<file path="src/rtl/dmem_arbiter.sv">
// dmem_arbiter: shares one single-port data memory between the processor
// memory stage (port 0) and a secondary streaming master (port 1).
// One transaction at a time. Port 0 has fixed priority, and a starvation
// counter forces a port 1 grant after MAX_WAIT consecutive port 0 grants
// made while port 1 was waiting.
//
// state  | meaning
// IDLE   | no owner; arbitrate and latch the winning request
// ACCESS | drive the memory with the latched request (mem_we only for writes)
// WAIT   | read in flight; count READ_LAT cycles, then capture mem_rdata
// DONE   | pulse the owner's ack for one cycle, then release the memory
module dmem_arbiter #(
    parameter int DATA_W   = 32,
    parameter int ADDR_W   = 32,
    parameter int READ_LAT = 1,
    parameter int MAX_WAIT = 4
) (
    input  logic              clk,
    input  logic              rst,
    input  logic              p0_req,
    input  logic              p0_we,
    input  logic [ADDR_W-1:0] p0_addr,
    input  logic [DATA_W-1:0] p0_wdata,
    output logic [DATA_W-1:0] p0_rdata,
    output logic              p0_ack,
    input  logic              p1_req,
    input  logic              p1_we,
    input  logic [ADDR_W-1:0] p1_addr,
    input  logic [DATA_W-1:0] p1_wdata,
    output logic [DATA_W-1:0] p1_rdata,
    output logic              p1_ack,
    output logic              mem_we,
    output logic [ADDR_W-1:0] mem_addr,
    output logic [DATA_W-1:0] mem_wdata,
    input  logic [DATA_W-1:0] mem_rdata,
    output logic [1:0]        grant
);

    localparam int SW = $clog2(MAX_WAIT + 1);
    localparam int CW = (READ_LAT > 1) ? $clog2(READ_LAT) : 1;

    typedef enum logic [1:0] {IDLE, ACCESS, WAIT, DONE} state_t;

    state_t         state;
    logic           owner;      // 0 = port 0, 1 = port 1
    logic           lat_we;
    logic [SW-1:0]  starve_cnt;
    logic [CW-1:0]  wait_cnt;
    logic           p1_wins;

    // Port 1 wins when port 0 is quiet or port 1 has waited long enough
    assign p1_wins = p1_req && (!p0_req || (starve_cnt == SW'(MAX_WAIT)));

    // Transaction FSM; every output is registered here. The latched address
    // and write data live directly in mem_addr/mem_wdata, which hold until
    // the next grant.
    always_ff @(posedge clk or posedge rst) begin
        if (rst) begin
            state      <= IDLE;
            owner      <= 1'b0;
            lat_we     <= 1'b0;
            starve_cnt <= '0;
            wait_cnt   <= '0;
            p0_rdata   <= '0;
            p1_rdata   <= '0;
            p0_ack     <= 1'b0;
            p1_ack     <= 1'b0;
            mem_we     <= 1'b0;
            mem_addr   <= '0;
            mem_wdata  <= '0;
            grant      <= 2'b00;
        end else begin
            case (state)
                IDLE: begin
                    if (p1_wins) begin
                        owner      <= 1'b1;
                        lat_we     <= p1_we;
                        mem_we     <= p1_we;
                        mem_addr   <= p1_addr;
                        mem_wdata  <= p1_wdata;
                        grant      <= 2'b10;
                        starve_cnt <= '0;
                        state      <= ACCESS;
                    end else if (p0_req) begin
                        owner      <= 1'b0;
                        lat_we     <= p0_we;
                        mem_we     <= p0_we;
                        mem_addr   <= p0_addr;
                        mem_wdata  <= p0_wdata;
                        grant      <= 2'b01;
                        if (!p1_req)
                            starve_cnt <= '0;
                        else if (starve_cnt != SW'(MAX_WAIT))
                            starve_cnt <= starve_cnt + 1'b1;
                        state      <= ACCESS;
                    end else if (!p1_req) begin
                        starve_cnt <= '0;
                    end
                end
                ACCESS: begin
                    mem_we <= 1'b0;
                    if (lat_we) begin
                        if (owner) p1_ack <= 1'b1;
                        else       p0_ack <= 1'b1;
                        state <= DONE;
                    end else begin
                        wait_cnt <= CW'(READ_LAT - 1);
                        state    <= WAIT;
                    end
                end
                WAIT: begin
                    if (wait_cnt == '0) begin
                        if (owner) begin
                            p1_rdata <= mem_rdata;
                            p1_ack   <= 1'b1;
                        end else begin
                            p0_rdata <= mem_rdata;
                            p0_ack   <= 1'b1;
                        end
                        state <= DONE;
                    end else begin
                        wait_cnt <= wait_cnt - 1'b1;
                    end
                end
                DONE: begin
                    p0_ack <= 1'b0;
                    p1_ack <= 1'b0;
                    grant  <= 2'b00;
                    state  <= IDLE;
                end
                default: state <= IDLE;
            endcase
        end
    end

endmodule

</file>
<file path="config.mk">
export PLATFORM = sky130hd
export DESIGN_NAME = dmem_arbiter
export DESIGN_NICKNAME = d
export VERILOG_FILES = /design/src/rtl/dmem_arbiter.sv
export SDC_FILE = /design/constraint.sdc
export NUM_CORES = 1
export LEC_CHECK = 0
export ABC_AREA = 1
export BUFFER_PORTS_ARGS = -buffer_cell sky130_fd_sc_hd__buf_2
export CORE_AREA = 2 2 116 118
export CTS_CLUSTER_SIZE = 14
export DETAILED_ROUTE_END_ITERATION = 16
export DIE_AREA = 0 0 118 120
export HOLD_SLACK_MARGIN = 0.03
export MAX_ROUTING_LAYER = met4
export PLACE_DENSITY = 0.8
export SYNTH_ARGS = -nofsm -noshare
export SYNTH_HDL_FRONTEND = slang
export SYNTH_SLANG_ARGS = --single-unit
export TNS_END_PERCENT = 50
</file>
<file path="constraint.sdc">
create_clock -name clk -period 7 [get_ports clk]
set_input_delay 0.35 -clock clk [delete_from_list [all_inputs] [get_ports clk]]
set_output_delay 0.35 -clock clk [all_outputs]
set_load 0.005 [all_outputs]
</file>
==> metrics.md, run 1 <==
| Metric | Value |
|---|---|
| RSZ-0062 raised after global routing | no |
| Total CTS buffers | 17 |
| Status | finished clean |
| Initial Utilization | 44.9% |
| Syn Nets | 853 |
| Post-synthesis sequential area ratio | 60.1% |
| Sequential share of power | 39.1% |
| Setup CP Type | reg2reg |
| GPL Wtd Cong | 0.851 |
| Residual DRC | 0 |
| TNS Setup | 0 ps |
| Gate power share | 34.2% |
| Hold Path Depth | 3 |
| Final clock skew | 7.43 ps |
| Via Count | 5,578 |
| Pleak | 4.55 nW |
| Reg2Reg Setup Slack | 4440 ps |
| Hold crit path type | in2reg |
| Core ar. | 0.0130 sq mm |
| Remaining Overflow, GRT | 0 |
| CP Capture Type | flip-flop |
| Crit Reg-Reg Startpoint | state[0]$_DFFE_PP0P_ |
| Die area | 0.0142 sq mm |
| Post-Syn Instances | 680 |
| Synthesis Warnings | 0 |
| DPL Wire Length | 11,800 microns |
| CP startpoint | state[0]$_DFFE_PP0P_ |
| Clock Power Share | 26.7% |
| Number of global-route vias before repair | 5,399 |
| Routed vias/inst | 4.82 |
| Reg2reg end | mem_wdata[10]$_DFFE_PP0P_ |
| Final Hold Viols | 0 |
| Total GRT Usage | 24.4% |
| Reg clk slew, reported paths | 60 ps |
| Largest area contributor in the netlist | dfrtp_1 |
| PostCTS Resize Cnt | 0 |
| Pwr Density | 451 mW/mm^2 |
| First-pass iteration count of the detailed router | 5 |
| CTS tree | yes |
| Area growth syn-to-layout | 38.7% |
| Net Sw Power | 0.00128 W |
| Reg2reg path depth | 9 |
| Crit path time final | 2560 ps |
| Critical Path AT | 2920 ps |
| Cell-internal power | 0.00238 W |
| First-pass GRT wire length | 26,200 microns |
| Maximum clock rate | 390 MHz |
| Largest net degree at the start of global routing | 79 |
| Worst-skew pair later-pin latency | 420 ps |
| Min Hold Slack | 129 ps |
| Synthesized flop and latch total | 140 |
| DRT Wirelength | 16,700 microns |
| Synth top area cells | dfrtp_1 (60%), nand2_1 (18%), o21ai_0 (7.2%) |
| Avg WL per Cell | 14.4 microns |
| Avg Inst Size Synth | 8.58 sq um |
| Synth top area share | 60.1% |
| Worst slew margin | 29.9% |
| Row cnt | 42 |
| Final net count | 1,140 |
| Worst-path fanout max | 68 |
| Worst Min Path Start | p0_addr[7] |
| Die W | 118 microns |
| Initial antenna violation count | 2 |
| CTS sink cnt | 140 |
| Layout cells sized above 1 | 34.8% |
| Worst Path Required | 7350 ps |
| Clock tree buffer depth | 2 |
| Net Sw Frac | 34.9% |
| Final Setup Violations | 0 |
| Port Buffers | 298 |
| Type of origin of the critical path | flip-flop |
| Fin. max-slew vios | 0 |
| Netlist cell types | 21 |
| Die span in y | 120 microns |
| Worst-margin pin slew | 1050 ps |
| Initial drt markers | 416 |
| Max IR drop VDD | 0.236 mV |
| Synth Cell Area | 0.00583 sq mm |
| Period utilization | 36.6% |
| I/O Pins | 299 |
| Antenna Nets Post-Route | 0 |
| Crit path capture | mem_wdata[10]$_DFFE_PP0P_ |
| Max_cap viols | 0 |
| Clk root buf | clkbuf_16 |
| Htree depth | 4 |
-- per-stage QoR --
step	instances	worst slack (ps)	power (W)	utilization (%)	instance area, sq um
2_1_floorplan	680	2900	0.00208	-	5830
3_3_place_gp	1123	4520	0.00263	57.2	7420
3_5_place_dp	1123	4460	0.00268	57.2	7420
4_1_cts	1156	4430	0.00368	62.3	8080
5_1_grt	1158	4220	0.00392	62.3	8090
6_report	1158	4440	0.00365	62.3	8090
-- cells by family after synthesis --
logic type / Yosys count / synth area share [%]
adder cells (fa/ha/maj): 7 / 1.50
XOR/XNOR: 1 / 0.150
AO/OA/AOI/OAI: 92 / 8.02
AND/OR/NAND/NOR: 345 / 23.6
buffers and inverters: 95 / 6.69
flip-flops: 140 / 60.1
-- flip-flops by register name (all words and copies together), names as in the netlist --
signal      cells
grant           2
lat_we          1
mem_addr       32
mem_wdata      32
mem_we          1
owner           1
p0_ack          1
p0_rdata       32
p1_ack          1
p1_rdata       32
starve_cnt      3
state           2
-- layout by cell type, fill, tap and decap left out, drive strengths merged --
cell,Yosys,routed
nor2,10,10
o21ai,86,86
ha,7,7
and2,1,1
dfrtp,140,140
bufinv,0,4
clkinv,1,5
xor2,1,1
o211ai,1,1
a21oi,4,4
buf,20,300
dlygate4sd3,0,1
nand2,274,274
inv,61,63
clkbuf,13,20
clkinvlp,0,2
diode,0,2
nand3,60,60
o22ai,1,1
-- synthesized netlist by cell type --
master	number
buf_4	2
nand3_1	60
o21ai_1	1
clkbuf_1	13
inv_4	1
nand2_1	273
ha_1	7
o21ai_2	1
inv_1	58
nor2_1	10
a21oi_1	4
inv_2	2
o21ai_0	84
dfrtp_1	140
buf_2	18
o22ai_1	1
o211ai_1	1
and2_1	1
nand2_2	1
xor2_1	1
clkinv_2	1
-- power by group through the flow --
stage / Sequential (W) / Clock, W / Combinational (W)
floorplan: 0.00145 / 0 / 0.000631
global placement: 0.00141 / 0 / 0.00122
detailed placement: 0.00142 / 0 / 0.00126
CTS: 0.00142 / 0.000994 / 0.00127
global route: 0.00147 / 0.00103 / 0.00142
finish: 0.00143 / 0.000976 / 0.00125
-- critical path, stage by stage (launching register included) --
cell and delay (ps):
dfrtp_1 420, inv_1 130, ha_1 380, o21ai_4 90, buf_4 340, inv_2 290
nand2_2 90, inv_4 440, nand2_1 180, nand3_1 110
-- worst min-delay path by stage --
stage	to	slack, ps
finish	mem_addr[7]$_DFFE_PP0P_	130
global route	mem_addr[7]$_DFFE_PP0P_	120
CTS	mem_addr[8]$_DFFE_PP0P_	120
detailed placement	mem_wdata[28]$_DFFE_PP0P_	460
global placement	mem_wdata[28]$_DFFE_PP0P_	460
floorplan	mem_addr[0]$_DFFE_PP0P_	470
-- area by class of cell --
| class | instances | area [sq um] |
|---|---|---|
| Tap cell | 176 | 220 |
| Timing Repair Buffer | 301 | 1520 |
| Clock buffer | 20 | 467 |
| Sequential cell | 140 | 3500 |
| Fill cell | 1125 | 4890 |
| Multi-Input combinational cell | 445 | 1950 |
| Inverter | 62 | 241 |
| Clock inverter | 12 | 184 |
| Antenna cell | 2 | 5.00 |
-- per-layer routing --
layer / GRT usage [%] / wire [microns] / vias to the layer above
li1: - / - / 2705
met1: 28.1 / 6650 / 2613
met2: 41.2 / 8420 / 233
met3: 6.08 / 1200 / 27
met4: 9.86 / 418 / 0
met5: - / 0 / -
-- repair_timing --
item	4_1_cts	5_1_grt
hold buffers	1	0
setup buffers	0	0
endpoints found under the hold margin	61	0
endpoints found under the setup margin	0	0
Note: power is estimated with default switching activity, not from simulation.
==> run 2, diff against run 1 <==
--- a/config.mk
+++ b/config.mk
@@ -7,13 +7,13 @@
 export LEC_CHECK = 0
 export ABC_AREA = 1
 export BUFFER_PORTS_ARGS = -buffer_cell sky130_fd_sc_hd__buf_2
-export CORE_AREA = 2 2 116 118
+export CORE_ASPECT_RATIO = 1.25
+export CORE_UTILIZATION = 41
 export CTS_CLUSTER_SIZE = 14
 export DETAILED_ROUTE_END_ITERATION = 16
-export DIE_AREA = 0 0 118 120
 export HOLD_SLACK_MARGIN = 0.03
 export MAX_ROUTING_LAYER = met4
-export PLACE_DENSITY = 0.8
+export PLACE_DENSITY = 0.76
 export SYNTH_ARGS = -nofsm -noshare
 export SYNTH_HDL_FRONTEND = slang
 export SYNTH_SLANG_ARGS = --single-unit
==> constraint.sdc (replaced) <==
create_clock -name clk -period 2.05 [get_ports clk]
set_input_delay 0.1025 -clock clk [delete_from_list [all_inputs] [get_ports clk]]
set_output_delay 0.1025 -clock clk [all_outputs]
set_load 0.005 [all_outputs]
==> run 2 against run 1 <==
Effect of this change:
- non-clock buffer count is 166 higher
- sequential power increased to 3.4 times the previous value
- die area increased by 3.9%
- count of clock-buffer cells in the layout decreased by 1
- register-to-register slack worse by 4200 ps
- sequential cell count is the same
- hold slack got worse by 61 ps
- worst setup slack got worse by 4200 ps
- global-route usage rose by 7.6 points
- clock power grew to 3.1 times the previous value
- clock skew up 3.9 ps
- core utilization up 7.9 points
- critical path type unchanged
==> metrics.md, run 2 (synthesis gave the netlist of run 1 again) <==
| Metric | Value |
|---|---|
| Layout cells sized above 1 | 30.2% (-4.6 points) |
| Via Count | 6,648 (+19%) |
| Core ar. | 0.0139 sq mm (+6.9%) |
| Number of global-route vias before repair | 6,621 (+23%) |
| Initial drt markers | 625 (+50%) |
| TNS Setup | 0 ps (unchanged) |
| Die area | 0.0147 sq mm (+3.9%) |
| Most common cell after layout, fill and taps aside | buf_2 |
| First-pass iteration count of the detailed router | 7 (+2) |
| CP Capture Type | flip-flop |
| Final net count | 1,306 (+15%) |
| First-pass GRT wire length | 34,200 microns (+31%) |
| Antenna Nets Post-Route | 0 (unchanged) |
| DPL Wire Length | 11,100 microns (-6.1%) |
| Pwr Density | 1320 mW/mm^2 (+190%) |
| Final clock skew | 11.4 ps (+3.92 ps) |
| CTS sink cnt | 140 (unchanged) |
| Max IR drop VDD | 0.777 mV (+230%) |
| Worst Path Required | 2380 ps (-4970 ps) |
| Avg WL per Cell | 16.2 microns (+12%) |
| Multi-input logic area | 0.00195 sq mm (+0.13%) |
| Worst-margin pin slew | 781 ps (-266 ps) |
| Total CTS buffers | 17 (unchanged) |
| Slowest stage delay, CP | 420 ps (-20 ps) |
| DRT Wirelength | 21,400 microns (+28%) |
| Register area | 0.00350 sq mm (unchanged) |
| Reg clk slew, reported paths | 70 ps (about the same) |
| Largest net degree at the start of global routing | 139 (+76%) |
| Die span in y | 135 microns (+13%) |
| Max_cap viols | 0 (unchanged) |
| Initial antenna violation count | 4 (+2) |
| I/O Pins | 299 (unchanged) |
| Hold crit path type | in2reg |
| Fin. max-slew vios | 0 (unchanged) |
| Buf/Inv on CP | 4 (unchanged) |
| CP max stage cell | dfrtp_1 |
| Clock tree buffer depth | 2 (unchanged) |
| Remaining Overflow, GRT | 0 (unchanged) |
| Worst-skew pair later-pin latency | 420 ps (about the same) |
| Row cnt | 48 (+14%) |
| Setup CP Type | reg2reg |
| Core Util, Final | 70.2% (+7.9 points) |
| Routed vias/inst | 5.02 (+4.2%) |
| Area growth syn-to-layout | 67.1% |
| Clk root buf | clkbuf_16 |
| Final Hold Viols | 0 (unchanged) |
| Final Setup Violations | 0 (unchanged) |
| Postcts setup bufs | 0 (unchanged) |
| Htree depth | 4 (unchanged) |
| Worst-path fanout max | 54 (-21%) |
| Critical Path AT | 2160 ps (-760 ps) |
| Port Buffers | 298 (unchanged) |
| Worst slew margin | 47.9% (+18 points) |
| Crit path time final | 1830 ps (-733 ps) |
| Final cell count without fillers | 1,324 (+14%) |
| Most frequent CP cell | nand2_1 |
| Period utilization | 89.3% (+53 points) |
| Residual DRC | 0 (unchanged) |
| Fillers | 950 (-16%) |
| Pleak | 5.23 nW (+15%) |
| CP Cell Sequence | inv_1 > ha_2 > nand2_1 > inv_2 > nand2_1 > clkinv_2 > buf_12 > nand2_1 > nand3_1 |
| Total GRT Usage | 32.1% (+7.6 points) |
| Type of origin of the critical path | flip-flop |
| GPL Wtd Cong | 0.904 (+6.3%) |
| Reg2Reg Setup Slack | 220 ps (-4220 ps) |
| Placed cell count | 1,128 (+0.45%) |
| Maximum clock rate | 547 MHz (+40%) |
| CTS tree | yes |
| Top delay family on crit path | buffers and inverters |
| Die W | 109 microns (-7.9%) |
| Status | finished clean |
| Initial Utilization | 42.0% (-2.9 points) |
| Most frequent cells in the layout | buf_2 (298), nand2_1 (271), dlygate4sd3_1 (161), dfrtp_1 (140), o21ai_0 (84) |
[run 2: where the power goes]
group          switching, W  internal (W)
clock network       0.00121       0.00183
registers          0.000789       0.00413
logic               0.00277       0.00216
total               0.00476       0.00813
[run 2: per-layer routing]
metal | wire length (microns) | vias to the layer above | GRT usage, %
met5 | 0 | - | -
met4 | 1240 | 0 | 19.8
met3 | 1630 | 123 | 14.6
met2 | 10800 | 403 | 49.0
met1 | 7760 | 3077 | 33.6
li1 | - | 3045 | -
[run 2: final cells by class]
cell class                 count  share of cell area (%)
antenna                        4                   0.103
clock buffer                  19                    4.54
clock inverter                12                    1.41
multi-input combinational    445                    20.1
timing repair buffer         467                    33.2
sequential                   140                    35.9
inverter                      62                    2.47
tap                          175                    2.25
[run 2: what timing repair did]
item	CTS	global route
hold buffers	161	0
resized for setup	0	1
endpoints found under the setup margin	0	3
hold endpoints to repair	269	0
[run 2: per-stage QoR]
step                      hold slack, ps  setup WS [ps]  total power, W  cell area (sq um)
after global routing                 103          -3.87          0.0138               9750
final                               67.9            220          0.0129               9750
after CTS                           35.5            205          0.0126               9730
after floorplan                      222            198         0.00711               5840
after detailed placement           -5.49            226         0.00933               7540
after global placement             -12.3            287         0.00917               7540
[run 2: worst reg2reg max path, cell delays in order (launching register included)]
cell	delay [ps]
dfrtp_1	420
inv_1	140
ha_2	330
nand2_1	100
inv_2	70
nand2_1	90
clkinv_2	80
buf_12	230
nand2_1	130
nand3_1	170
[run 2: final timing paths]
| check | to | startpoint | depth (start not counted) |
|---|---|---|---|
| worst max-delay path | mem_wdata[10]$_DFFE_PP0P_ | state[0]$_DFFE_PP0P_ | 9 |
| worst min-delay path | lat_we$_DFFE_PP0P_ | p0_we | 5 |
| worst max register to register | mem_wdata[10]$_DFFE_PP0P_ | state[0]$_DFFE_PP0P_ | 9 |
| worst min register to register | p0_rdata[1]$_DFFE_PP0P_ | p0_rdata[1]$_DFFE_PP0P_ | 2 |
| max in group asynchronous | p0_rdata[17]$_DFFE_PP0P_ | rst | 4 |
| min in group asynchronous | p0_rdata[23]$_DFFE_PP0P_ | rst | 3 |
